==> src/rtl/mppt_pkg.sv <==
// Shared types and constants for the MPPT open-loop chain.
package mppt_pkg;

  localparam int DATA_W = 6;

  typedef enum logic [1:0] {
    IDLE = 2'd0,
    RUN  = 2'd1,
    STOP = 2'd2
  } state_e;

  // Bit positions inside the en[3:0] strobe bus
  localparam int EN_SAMPLE = 0;
  localparam int EN_LOAD   = 1;
  localparam int EN_START  = 2;
  localparam int EN_STOP   = 3;

endpackage

==> src/rtl/pwm_dead_time.sv <==
// Complementary gate drive with delayed rising edges; falling edges pass straight through.
// Used by port_out_pwm only when PORT_OUT_DEADTIME_EN is defined.
module pwm_dead_time #(
  parameter int DEADTIME = 2
) (
  input  logic clk,
  input  logic rst,
  input  logic in,
  output logic out_p,
  output logic out_n
);
  import mppt_pkg::*;

  logic [DEADTIME-1:0] hist_q, hist_d;

  always_comb begin
    hist_d = (hist_q << 1) | DEADTIME'(in);
  end

  // History resets to all ones so neither side drives right out of reset.
  always_ff @(posedge clk) begin
    if (rst) hist_q <= '1;
    else     hist_q <= hist_d;
  end

  assign out_p = in & (&hist_q);
  assign out_n = ~in & ~(|hist_q);

endmodule

==> src/rtl/port_out_pwm.sv <==
// Output port of the MPPT chain: clamped duty register and fixed-period PWM with a mid-on-time sample strobe.
// Define PORT_OUT_DEADTIME_EN to get the complementary pwm_n drive with dead-time insertion.
module port_out_pwm #(
  parameter int DATA_W   = mppt_pkg::DATA_W,
  parameter int PERIOD   = 64,
  parameter int DUTY_MIN = 2,
  parameter int DUTY_MAX = 60,
  parameter int DEADTIME = 2
) (
  input  logic              clk,
  input  logic              rst,
  input  logic [DATA_W-1:0] d_i,
  input  logic [3:0]        en,
  output logic [DATA_W-1:0] D,
  output logic              pwm,
  output logic              pwm_n,
  output logic              period_end,
  output logic              sample_req,
  output logic              busy
);
  import mppt_pkg::*;

  localparam int CNT_W = (PERIOD > 1) ? $clog2(PERIOD) : 1;
  localparam logic [CNT_W-1:0] CNT_LAST = CNT_W'(PERIOD - 1);

  state_e            state_q, state_d;
  logic [CNT_W-1:0]  cnt_q, cnt_d;
  logic [DATA_W-1:0] d_q, d_d, duty_act_q, duty_act_d;
  logic              pwm_raw_q, pwm_raw_d;
  logic              period_end_q, period_end_d;
  logic              sample_req_q, sample_req_d;
  logic              busy_q, busy_d;
  logic [DATA_W-1:0] d_clamped, cnt_ext;
  logic              active, at_last;

  assign active  = (state_q != IDLE);
  assign at_last = (cnt_q == CNT_LAST);
  assign cnt_ext = DATA_W'(cnt_q);

  always_comb begin
    d_clamped = d_i;
    if (d_i < DATA_W'(DUTY_MIN))      d_clamped = DATA_W'(DUTY_MIN);
    else if (d_i > DATA_W'(DUTY_MAX)) d_clamped = DATA_W'(DUTY_MAX);
  end

  always_comb begin
    state_d    = state_q;
    cnt_d      = cnt_q;
    duty_act_d = duty_act_q;
    d_d        = en[EN_LOAD] ? d_clamped : d_q;

    case (state_q)
      IDLE: begin
        cnt_d = '0;
        // stop wins over a simultaneous start
        if (en[EN_START] && !en[EN_STOP]) begin
          state_d    = RUN;
          duty_act_d = d_q;
        end
      end
      RUN:     if (en[EN_STOP]) state_d = STOP;
      STOP:    if (at_last)     state_d = IDLE;
      default: state_d = IDLE;
    endcase

    // Duty is only ever swapped at the period boundary.
    if (active) begin
      cnt_d = at_last ? '0 : cnt_q + 1'b1;
      if (at_last) duty_act_d = d_q;
    end

    pwm_raw_d    = active && (cnt_ext < duty_act_q);
    period_end_d = active && at_last;
    sample_req_d = active && (cnt_ext == (duty_act_q >> 1));
    busy_d       = (state_d != IDLE);
  end

  always_ff @(posedge clk) begin
    if (rst) begin
      state_q      <= IDLE;
      cnt_q        <= '0;
      d_q          <= '0;
      duty_act_q   <= '0;
      pwm_raw_q    <= 1'b0;
      period_end_q <= 1'b0;
      sample_req_q <= 1'b0;
      busy_q       <= 1'b0;
    end else begin
      state_q      <= state_d;
      cnt_q        <= cnt_d;
      d_q          <= d_d;
      duty_act_q   <= duty_act_d;
      pwm_raw_q    <= pwm_raw_d;
      period_end_q <= period_end_d;
      sample_req_q <= sample_req_d;
      busy_q       <= busy_d;
    end
  end

  assign D          = d_q;
  assign period_end = period_end_q;
  assign sample_req = sample_req_q;
  assign busy       = busy_q;

`ifdef PORT_OUT_DEADTIME_EN
  logic unused_en;
  assign unused_en = en[EN_SAMPLE];

  pwm_dead_time #(
    .DEADTIME (DEADTIME)
  ) u_dead_time (
    .clk   (clk),
    .rst   (rst),
    .in    (pwm_raw_q),
    .out_p (pwm),
    .out_n (pwm_n)
  );
`else
  // en[0] belongs to the input side; DEADTIME has no role without the complementary drive.
  logic unused_cfg;
  assign unused_cfg = ^{en[EN_SAMPLE], 32'(DEADTIME)};

  assign pwm   = pwm_raw_q;
  assign pwm_n = 1'b0;
`endif

endmodule

==> config.mk <==
export PLATFORM = sky130hd
export DESIGN_NAME = port_out_pwm
export DESIGN_NICKNAME = d
export VERILOG_FILES = /design/src/rtl/mppt_pkg.sv /design/src/rtl/pwm_dead_time.sv /design/src/rtl/port_out_pwm.sv
export SDC_FILE = /design/constraint.sdc
export NUM_CORES = 1
export LEC_CHECK = 0
export CORE_ASPECT_RATIO = 1.1
export CORE_MARGIN = 5
export CORE_UTILIZATION = 50
export CTS_BUF_LIST = sky130_fd_sc_hd__clkbuf_4 sky130_fd_sc_hd__clkbuf_8 sky130_fd_sc_hd__clkbuf_16
export DETAILED_ROUTE_END_ITERATION = 8
export PLACE_DENSITY = 0.84
export SYNTH_ARGS = -nofsm -noshare
export SYNTH_HDL_FRONTEND = slang
export SYNTH_SLANG_ARGS = --single-unit
==> constraint.sdc <==
create_clock -name clk -period 3 [get_ports clk]
set_clock_uncertainty 0.15 [all_clocks]
set_input_delay 0.45 -clock clk [delete_from_list [all_inputs] [get_ports clk]]
set_output_delay 0.45 -clock clk [all_outputs]
set_load 0.01 [all_outputs]
[Yosys cells after proc, flatten, opt, wreduce, memory -nomap -nowiden]
Index checks and enable logic that the tools add are counted.
Storage, ports and cells
  flip-flop bits (word level): 24
  latch bits: 0
  memory bits (writable): 0
  bits in read-only memories: 0
  bits of input ports: 12
  output and inout bits: 11
  word-level logic and storage cells: 38
  memories kept: 0
Cells by class
  add/subtract/negate cells: 1
  multiply operators: 0
  div/mod/pow operators: 0
  order comparisons: 3
  equality and inequality tests: 4
  shift-type cells: 0
  mux-type cells: 13
  bitwise operators: 0
  reductions and logical operators: 9
Operator list (count)
  $mux W6: 9
  $add A6 B1 Y6 const B: 1
  $eq A6 B5 Y1: 1
  $eq A6 B6 Y1 const B: 1
  $gt A6 B6 Y1 const B: 1
  $lt A6 B2 Y1 const B: 1
  $lt A6 B6 Y1: 1
  $mux W2: 3
  $pmux W2 S3: 1
  $reduce_bool A2 Y1: 3
  $logic_and A1 B1 Y1: 4
  $eq A2 B1 Y1 const B: 1
  $eq A2 B2 Y1 const B: 1
  $logic_not A2 Y1: 1
  $logic_not A1 Y1: 1

[Logic depth before layout (Yosys ltp)]
Gate-level depths: netlist of run 1.
  depth after elaboration: 6
  mapped depth: 5
  gate-level depth less buffers: 5

[Worst setup path before layout of run 1]
Ideal clock, no wire load.
  kind: register -> register
  start point: register cnt_q[0] (netlist: cnt_ext[0])
  end point: register duty_act_q[0]
  setup time: 0.072 ns
  data arrival time: 1.297 ns
  data required time: 2.778 ns
  path slack: 1.481 ns
  cell stages (with the launch flop): 5
  buffers on the path: 0
  period minus slack after synthesis: 1.519 ns
  cells stage by stage: dfxtp_1 > ha_1 > and4_2 > a31oi_4 > mux2i_1
Between the ends
  longest elaborated chain between the ends: 3
Ends and longest elaborated chain
  from (decl): RTL line port_out_pwm.sv:27  | logic [CNT_W-1:0] cnt_q, cnt_d;
  from (signal assigned): RTL line port_out_pwm.sv:90  | cnt_q <= cnt_d;
  $eq A6 B6 Y1: RTL line port_out_pwm.sv:37  | assign at_last = (cnt_q == CNT_LAST);
  $mux W6: RTL line port_out_pwm.sv:69  | if (at_last) duty_act_d = d_q;
  $mux W6: RTL line port_out_pwm.sv:67  | if (active) begin
  to (signal assigned): RTL line port_out_pwm.sv:92  | duty_act_q <= duty_act_d;
  to (decl): RTL line port_out_pwm.sv:28  | logic [DATA_W-1:0] d_q, d_d, duty_act_q, duty_act_d;
Every way passes these cells.
A chain may end at the register's enable or synchronous reset.

[Worst setup path in the final report of run 1]
  start point: register d_q[3] (netlist: D[3])
  end point: output D[3]
RTL lines
  from (decl): RTL line port_out_pwm.sv:28
  from (signal assigned): RTL line port_out_pwm.sv:82  | d_q <= '0;
  from (signal assigned): RTL line port_out_pwm.sv:91  | d_q <= d_d;
  to (decl): RTL line port_out_pwm.sv:14  | output logic [DATA_W-1:0] D,
No word-level cell between the ends.

==> results of run 1 <==
[power groups by stage]
stage | Clock (mW) | Sequential, mW | Combinational, mW
floorplan | 0 | 0.349 | 0.0441
global placement | 0 | 0.347 | 0.0818
detailed placement | 0 | 0.348 | 0.0841
CTS | 0.240 | 0.341 | 0.0847
global route | 0.257 | 0.343 | 0.0921
finish | 0.232 | 0.340 | 0.0838
[routing by layer]
layer / global-route usage / share of wire / up-vias
met3: 0.0319 / 0.045 / 5
met4: 0.0814 / 0.027 / 0
li1: - / - / 459
met5: 0 / 0 / -
met1: 0.152 / 0.43 / 416
met2: 0.267 / 0.50 / 21
[cell type report]
cell class | instances | area (um^2)
sequential | 24 | 480
clock inverter | 1 | 30.0
clock buffer | 3 | 22.5
inverter | 7 | 26.3
tap | 30 | 37.5
fill | 177 | 803
multi-input combinational | 87 | 644
timing repair buffer | 21 | 208
[worst max path at each step]
stage | from | end | slack, ps | cells past startpoint
after floorplan | cnt_ext[0]$_SDFF_PP0_ | duty_act_q[0]$_SDFF_PP0_ | 1480 | 4
after global placement | rst | pwm$_SDFF_PP0_ | 1040 | 5
after detailed placement | rst | pwm$_SDFF_PP0_ | 990 | 5
after CTS | D[5]$_SDFFE_PP0P_ | D[5] | 1130 | 1
after global routing | D[4]$_SDFFE_PP0P_ | D[4] | 1070 | 1
final | D[3]$_SDFFE_PP0P_ | D[3] | 1150 | 1
[cell usage after synthesis (2+ instances only)]
cell,count
sky130_fd_sc_hd__o21bai_1,2
sky130_fd_sc_hd__inv_1,7
sky130_fd_sc_hd__nor2_1,13
sky130_fd_sc_hd__nand2_1,4
sky130_fd_sc_hd__xor2_1,7
sky130_fd_sc_hd__a21o_1,3
sky130_fd_sc_hd__a21oi_1,3
sky130_fd_sc_hd__clkbuf_1,3
sky130_fd_sc_hd__ha_1,6
sky130_fd_sc_hd__nand3_1,3
sky130_fd_sc_hd__nand2b_1,14
sky130_fd_sc_hd__mux2i_1,10
sky130_fd_sc_hd__dfxtp_1,24
sky130_fd_sc_hd__a211oi_1,3
[state kept, by name, summed over array words and instances, names as in the netlist]
signal      count
D               6
busy            1
cnt_ext         6
duty_act_q      6
period_end      1
pwm             1
sample_req      1
state_q         2
[cell usage in the layout (no fill, tap or decap), types with 2 or more instances in the layout]
| cell | n |
|---|---|
| sky130_fd_sc_hd__xor2_1 | 7 |
| sky130_fd_sc_hd__a211oi_1 | 3 |
| sky130_fd_sc_hd__clkbuf_4 | 3 |
| sky130_fd_sc_hd__nor2_1 | 13 |
| sky130_fd_sc_hd__a21oi_1 | 3 |
| sky130_fd_sc_hd__mux2i_1 | 10 |
| sky130_fd_sc_hd__inv_1 | 7 |
| sky130_fd_sc_hd__a21o_1 | 3 |
| sky130_fd_sc_hd__nand2b_1 | 14 |
| sky130_fd_sc_hd__o21bai_1 | 2 |
| sky130_fd_sc_hd__clkdlybuf4s50_1 | 20 |
| sky130_fd_sc_hd__nand3_1 | 3 |
| sky130_fd_sc_hd__dfxtp_1 | 24 |
| sky130_fd_sc_hd__nand2_1 | 4 |
| sky130_fd_sc_hd__ha_1 | 6 |
[logic make-up (layout without fill, tap and decap cells)]
logic type | after synthesis | after routing | share of synthesized area
buffers and inverters | 11 | 32 | 0.0385
flip-flops | 24 | 24 | 0.411
XOR/XNOR | 8 | 8 | 0.0599
multiplexers | 10 | 10 | 0.0856
AND/OR/NAND/NOR | 45 | 45 | 0.221
other | 1 | 1 | 0.00321
AO/OA/AOI/OAI | 17 | 17 | 0.117
adder cells (fa/ha/maj) | 6 | 6 | 0.0642
[metrics by stage]
step / hold WS [ps] / power (mW) / setup slack (ps) / util
floorplan: 296 / 0.393 / 1480 / -
global placement: 317 / 0.429 / 1040 / 0.620
detailed placement: 331 / 0.432 / 992 / 0.620
CTS: 355 / 0.665 / 1130 / 0.643
global route: 382 / 0.692 / 1070 / 0.643
finish: 350 / 0.656 / 1150 / 0.643
==> impl_metrics.sql, run 1 <==
INSERT INTO impl_metrics (metric_group, metric, value, unit) VALUES
('outcome', 'run_status', 'finished, final reports clean', ''),
('worst_setup_path', 'path_delay_family', 'buffers and inverters', ''),
('floorplan', 'design.die.area', '0.00341', 'mm^2'),
('hold_path', 'min-delay-start', 'D[5]$_SDFFE_PP0P_', ''),
('synthesis', 'synthFlopType', 'sky130_fd_sc_hd__dfxtp_1', ''),
('placed_design', 'post-place-cells', '169', ''),
('worst_setup_path', 'largest_stage_delay_on_the_critical_path', '550', 'ps'),
('cells_and_area', 'nNetsFinal', '162', ''),
('routing', 'routed_wl', '2130', 'um'),
('timing', 'unrepaired_setup_endpoints_after_global_routing', 'no', ''),
('synthesis', 'post_synth_inst_count', '122', ''),
('synthesis', 'synth_area', '0.00117', 'mm^2'),
('worst_setup_path', 'reg2reg_setup_slack', '1270', 'ps'),
('global_routing', 'grt_pass1_wl', '3760', 'um'),
('floorplan', 'core_region_area', '0.00225', 'mm^2'),
('routing', 'dr_total_vias', '901', ''),
('routing', 'dr.first_iter.drc_count', '3', ''),
('global_routing', 'antenna_found_initial', '0', ''),
('cts', 'cts_buffer_depth', '2', ''),
('power', 'internal_power', '0.514', 'mW'),
('cts', 'clock_latency', '320', 'ps'),
('timing', 'worst_slew_pin_slew', '619', 'ps'),
('routing', 'drtPass1Iterations', '4', ''),
('global_routing', 'overflow_after_grt', '0', ''),
('synthesis', 'syn_avg_cell_area', '9.59', 'um^2'),
('worst_setup_path', 'path_class', 'flop to primary output', ''),
('floorplan', 'ioPinCount', '23', ''),
('placed_design', 'dpl-instance-area', '0.00140', 'mm^2'),
('timing', 'finalCritPeriodShare', '0.618', ''),
('power', 'power.share.clock', '0.354', ''),
('floorplan', 'initial_utilization', '0.519', ''),
('power', 'total_switching_power', '0.142', 'mW'),
('cts', 'holdBufCountCts', '0', ''),
('synthesis', 'synth_top_cell_by_area', 'sky130_fd_sc_hd__dfxtp_1', ''),
('worst_setup_path', 'path_cells', 'clkdlybuf4s50_1', ''),
('global_routing', 'first_global_vias', '886', ''),
('synthesis', 'ys_ff_latch', '24', ''),
('cts', 'clock-root-buffer', 'sky130_fd_sc_hd__clkbuf_4', ''),
('global_routing', 'grt_max_degree', '23', ''),
('power', 'power_per_cell_area', '453', 'mW/mm^2'),
('synthesis', 'yosys-top-cells-area', 'sky130_fd_sc_hd__dfxtp_1 (41%), sky130_fd_sc_hd__mux2i_1 (8.6%), sky130_fd_sc_hd__nand2b_1 (7.5%), sky130_fd_sc_hd__ha_1 (6.4%), sky130_fd_sc_hd__xor2_1 (5.2%)', ''),
('cts', 'numCtsBuffers', '3', ''),
('cts', 'cts_setup_buffers', '0', ''),
('timing', 'period_minus_slack', '1850', 'ps'),
('cts', 'clk_pin_slew', '130', 'ps'),
('hold_path', 'holdPathEnd', 'duty_act_q[5]$_SDFF_PP0_', ''),
('synthesis', 'synth_async_sr_flop_share', '0', ''),
('synthesis', 'synth-warning-count', '0', ''),
('power', 'ir_worst_vdd', '0.000394', 'V'),
('worst_setup_path', 'critical_path.slowest_cell', 'sky130_fd_sc_hd__clkdlybuf4s50_1', ''),
('worst_setup_path', 'crit_path_end_kind', 'primary output', ''),
('timing', 'slew_violations', '0', ''),
('worst_setup_path', 'critical_path_buf_inv_count', '1', ''),
('floorplan', 'floorplan.die.width', '56.1', 'um'),
('worst_setup_path', 'worst-endpoint-required', '2400', 'ps'),
('power', 'swShare', '0.217', ''),
('synthesis', 'synth_top_area_share', '0.411', ''),
('cells_and_area', 'fraction_of_final_layout_cells_sized_beyond_drive_strength_1', '0.0699', ''),
('worst_setup_path', 'worst_ep_arrival_time', '1250', 'ps'),
('routing', 'vias_per_cell', '5.21', ''),
('routing', 'routed_wire_length_per_instance', '12.3', 'um'),
('timing', 'hold_viol', '0', ''),
('synthesis', 'synth_enable_flop_cells', '0', ''),
('placed_design', 'placer_congestion', '0.715', ''),
('power', 'combinational_fraction_of_design_power', '0.128', ''),
('cts', 'clock_sinks', '24', ''),
('hold_path', 'min_path_type', 'flop to flop', ''),
('placed_design', 'place.port_buffers', '20', ''),
('cts', 'clock_tree_from_tritoncts', 'built', ''),
('cells_and_area', 'finish.instance_area', '0.00145', 'mm^2'),
('synthesis', 'synth_fp_nets', '140', '');
Note: power is estimated with default switching activity, not from simulation.
==> inputs of run 2 (changes only) <==
CORE_UTILIZATION = 45   (was 50)
PLACE_DENSITY = 0.8   (was 0.84)
clock period = 1.5 ns   (was 3 ns; I/O delays follow)
==> run 2 against run 1 <==
Compared with the run above: via count increased by 4.0%; first-iteration DRC count increased to 5.0 times the previous value; clock power increased by 100%; register-to-register slack got worse by 1200 ps; global-route usage increased by 0.15 points; critical endpoint is now duty_act_q[2]$_SDFF_PP0_; sequential share of layout area decreased by 2.1 points; final area increased by 8.1%; routed wire length increased by 8.0%; combinational power increased by 110%; core utilization decreased by 1.6 points; largest cell class unchanged; largest power group unchanged; non-clock buffer count increased by 14.
==> impl_metrics.sql, run 2 (synthesized netlist as in run 1, its figures left out) <==
INSERT INTO impl_metrics (metric_group, metric, value, unit) VALUES
('power', 'leakage', '0.729', 'nW'),
('routing', 'drtPass1Iterations', '2', ''),
('timing', 'slew_violations', '0', ''),
('timing', 'max_clock_freq', '689', 'MHz'),
('cts', 'clock_tree_from_tritoncts', 'built', ''),
('routing', 'antenna_left', '0', ''),
('cells_and_area', 'final_cells', '188', ''),
('worst_setup_path', 'setup.worst_path.start_class', 'flop', ''),
('global_routing', 'groute.usage.overall', '0.145', ''),
('cells_and_area', 'finish.instance_area', '0.00157', 'mm^2'),
('global_routing', 'antenna_found_initial', '0', ''),
('global_routing', 'grt_max_degree', '22', ''),
('placed_design', 'placer_congestion', '0.726', ''),
('worst_setup_path', 'largest_stage_delay_on_the_critical_path', '380', 'ps'),
('power', 'ir_worst_vdd', '0.000706', 'V'),
('worst_setup_path', 'critical_path_peak_fanout', '6', ''),
('power', 'combinational_fraction_of_design_power', '0.135', ''),
('power', 'power_per_cell_area', '848', 'mW/mm^2'),
('cts', 'clock-root-buffer', 'sky130_fd_sc_hd__clkbuf_4', ''),
('worst_setup_path', 'path_cells', 'ha_4, and4_4, a31oi_4, mux2i_1', ''),
('global_routing', 'first_global_vias', '1009', ''),
('run', 'timing.max_cap.violations', '0', ''),
('placed_design', 'dpl-instance-area', '0.00150', 'mm^2'),
('routing', 'vias_per_cell', '4.98', ''),
('floorplan', 'dieHeight', '63.5', 'um'),
('worst_setup_path', 'path_class', 'flop to flop', ''),
('cells_and_area', 'num_antenna_cells', '0', ''),
('worst_setup_path', 'crit_path_end_kind', 'flop', ''),
('floorplan', 'std_cell_rows', '19', ''),
('cells_and_area', 'most_common_library_cell_in_the_layout_ignoring_fill_and_taps', 'sky130_fd_sc_hd__dfxtp_1', ''),
('cts', 'holdBufCountCts', '0', ''),
('timing', 'worst_hold_slack', '345', 'ps'),
('timing', 'setup-violations-final', '0', ''),
('global_routing', 'grt_pass1_wl', '4200', 'um'),
('power', 'internal_power', '1.04', 'mW'),
('routing', 'routed_wl', '2300', 'um'),
('placed_design', 'hpwl', '1830', 'um'),
('cells_and_area', 'fraction_of_final_layout_cells_sized_beyond_drive_strength_1', '0.191', ''),
('power', 'power.share.clock', '0.353', ''),
('cells_and_area', 'most-common-layout-cells', 'sky130_fd_sc_hd__dfxtp_1 (19), sky130_fd_sc_hd__nand2b_1 (14), sky130_fd_sc_hd__buf_4 (14)', ''),
('global_routing', 'overflow_after_grt', '0', ''),
('routing', 'dr_total_vias', '937', ''),
('cts', 'numCtsBuffers', '3', ''),
('timing', 'finalCritPeriodShare', '0.968', ''),
('cts', 'clk_pin_slew', '140', 'ps'),
('worst_setup_path', 'critical_path_buf_inv_count', '0', ''),
('power', 'power_frac_seq', '0.512', ''),
('cts', 'cts_buffer_depth', '2', ''),
('cts', 'cts_setup_buffers', '0', ''),
('worst_setup_path', 'worst_ep_arrival_time', '1550', 'ps'),
('timing', 'worst_slew_pin_slew', '559', 'ps'),
('floorplan', 'initial_utilization', '0.469', ''),
('floorplan', 'design.die.area', '0.00372', 'mm^2'),
('timing', 'maxSlewHeadroom', '0.627', ''),
('worst_setup_path', 'critical_path.slowest_cell', 'sky130_fd_sc_hd__dfxtp_2', ''),
('power', 'power.total', '1.33', 'mW'),
('timing', 'hold_viol', '0', ''),
('routing', 'routed_wire_length_per_instance', '12.3', 'um'),
('placed_design', 'place.port_buffers', '20', ''),
('outcome', 'run_status', 'finished, final reports clean', ''),
('cts', 'clock_latency', '320', 'ps'),
('timing', 'unrepaired_setup_endpoints_after_global_routing', 'yes', ''),
('worst_setup_path', 'worst-endpoint-required', '1600', 'ps'),
('routing', 'post-route-drc-count', '0', ''),
('power', 'total_switching_power', '0.293', 'mW'),
('hold_path', 'min_path_type', 'flop to flop', ''),
('floorplan', 'floorplan.die.width', '58.6', 'um'),
('placed_design', 'post-place-cells', '184', ''),
('cells_and_area', 'final_util', '0.628', ''),
('cells_and_area', 'area_growth', '33.9', '%'),
('floorplan', 'core_region_area', '0.00250', 'mm^2'),
('floorplan', 'ioPinCount', '23', ''),
('worst_setup_path', 'path_delay_family', 'flip-flops', ''),
('power', 'swShare', '0.220', ''),
('routing', 'dr.first_iter.drc_count', '15', ''),
('cts', 'clock_sinks', '24', ''),
('cts', 'htree_num_levels', '1', ''),
('cells_and_area', 'nNetsFinal', '176', ''),
('timing', 'period_minus_slack', '1450', 'ps');
[run 2: what timing repair did]
action | in CTS | in global routing
gates resized for setup | 13 | 5
setup endpoints to repair | 16 | 9
pin swaps | 1 | 2
[run 2: area by class of cell]
class,count,area (um^2)
repair buffers,35,304
well taps,31,38.8
fillers,224,930
inverters,7,26.3
clock inverters,1,30.0
multi-input cells,87,658
clock buffers,3,22.5
flip-flops and latches,24,487
[run 2: path summary, 6_finish.rpt]
| path | to | cells after the start | startpoint | slack (ps) |
|---|---|---|---|---|
| worst max register to register | duty_act_q[2]$_SDFF_PP0_ | 4 | cnt_ext[1]$_SDFF_PP0_ | 50 |
| worst min register to register | duty_act_q[5]$_SDFF_PP0_ | 2 | D[5]$_SDFFE_PP0P_ | 350 |
| worst min-delay path | duty_act_q[5]$_SDFF_PP0_ | 2 | D[5]$_SDFFE_PP0P_ | 350 |
| worst max-delay path | duty_act_q[2]$_SDFF_PP0_ | 4 | cnt_ext[1]$_SDFF_PP0_ | 50 |
[run 2: power by group through the flow]
stage | Clock, mW | Sequential (mW) | Combinational, mW
floorplan | 0 | 0.699 | 0.0883
CTS | 0.486 | 0.680 | 0.181
global route | 0.520 | 0.686 | 0.199
detailed placement | 0 | 0.693 | 0.190
global placement | 0 | 0.692 | 0.185
finish | 0.468 | 0.680 | 0.179
[run 2: tightest hold or removal path, delay by kind of cell (launching register included)]
| kind | cells | cell delay [ps] |
|---|---|---|
| flip-flops | 1 | 350 |
| multiplexers | 1 | 50 |
| AND/OR/NAND/NOR | 1 | 70 |
[run 2: per-stage QoR]
step / setup TNS [ps] / worst slack (ps)
2_1_floorplan: 0 / 23.4
3_3_place_gp: -262 / -42.6
3_5_place_dp: -480 / -65.1
6_report: 0 / 48.4
5_1_grt: -87.0 / -43.5
4_1_cts: 0 / 0.624
[run 2: layer usage]
| layer | share of wire | GRT usage | up-vias |
|---|---|---|---|
| met5 | 0 | 0 | - |
| met2 | 0.53 | 0.263 | 18 |
| li1 | - | - | 485 |
| met4 | 0.016 | 0.0680 | 0 |
| met1 | 0.41 | 0.159 | 430 |
| met3 | 0.043 | 0.0245 | 4 |
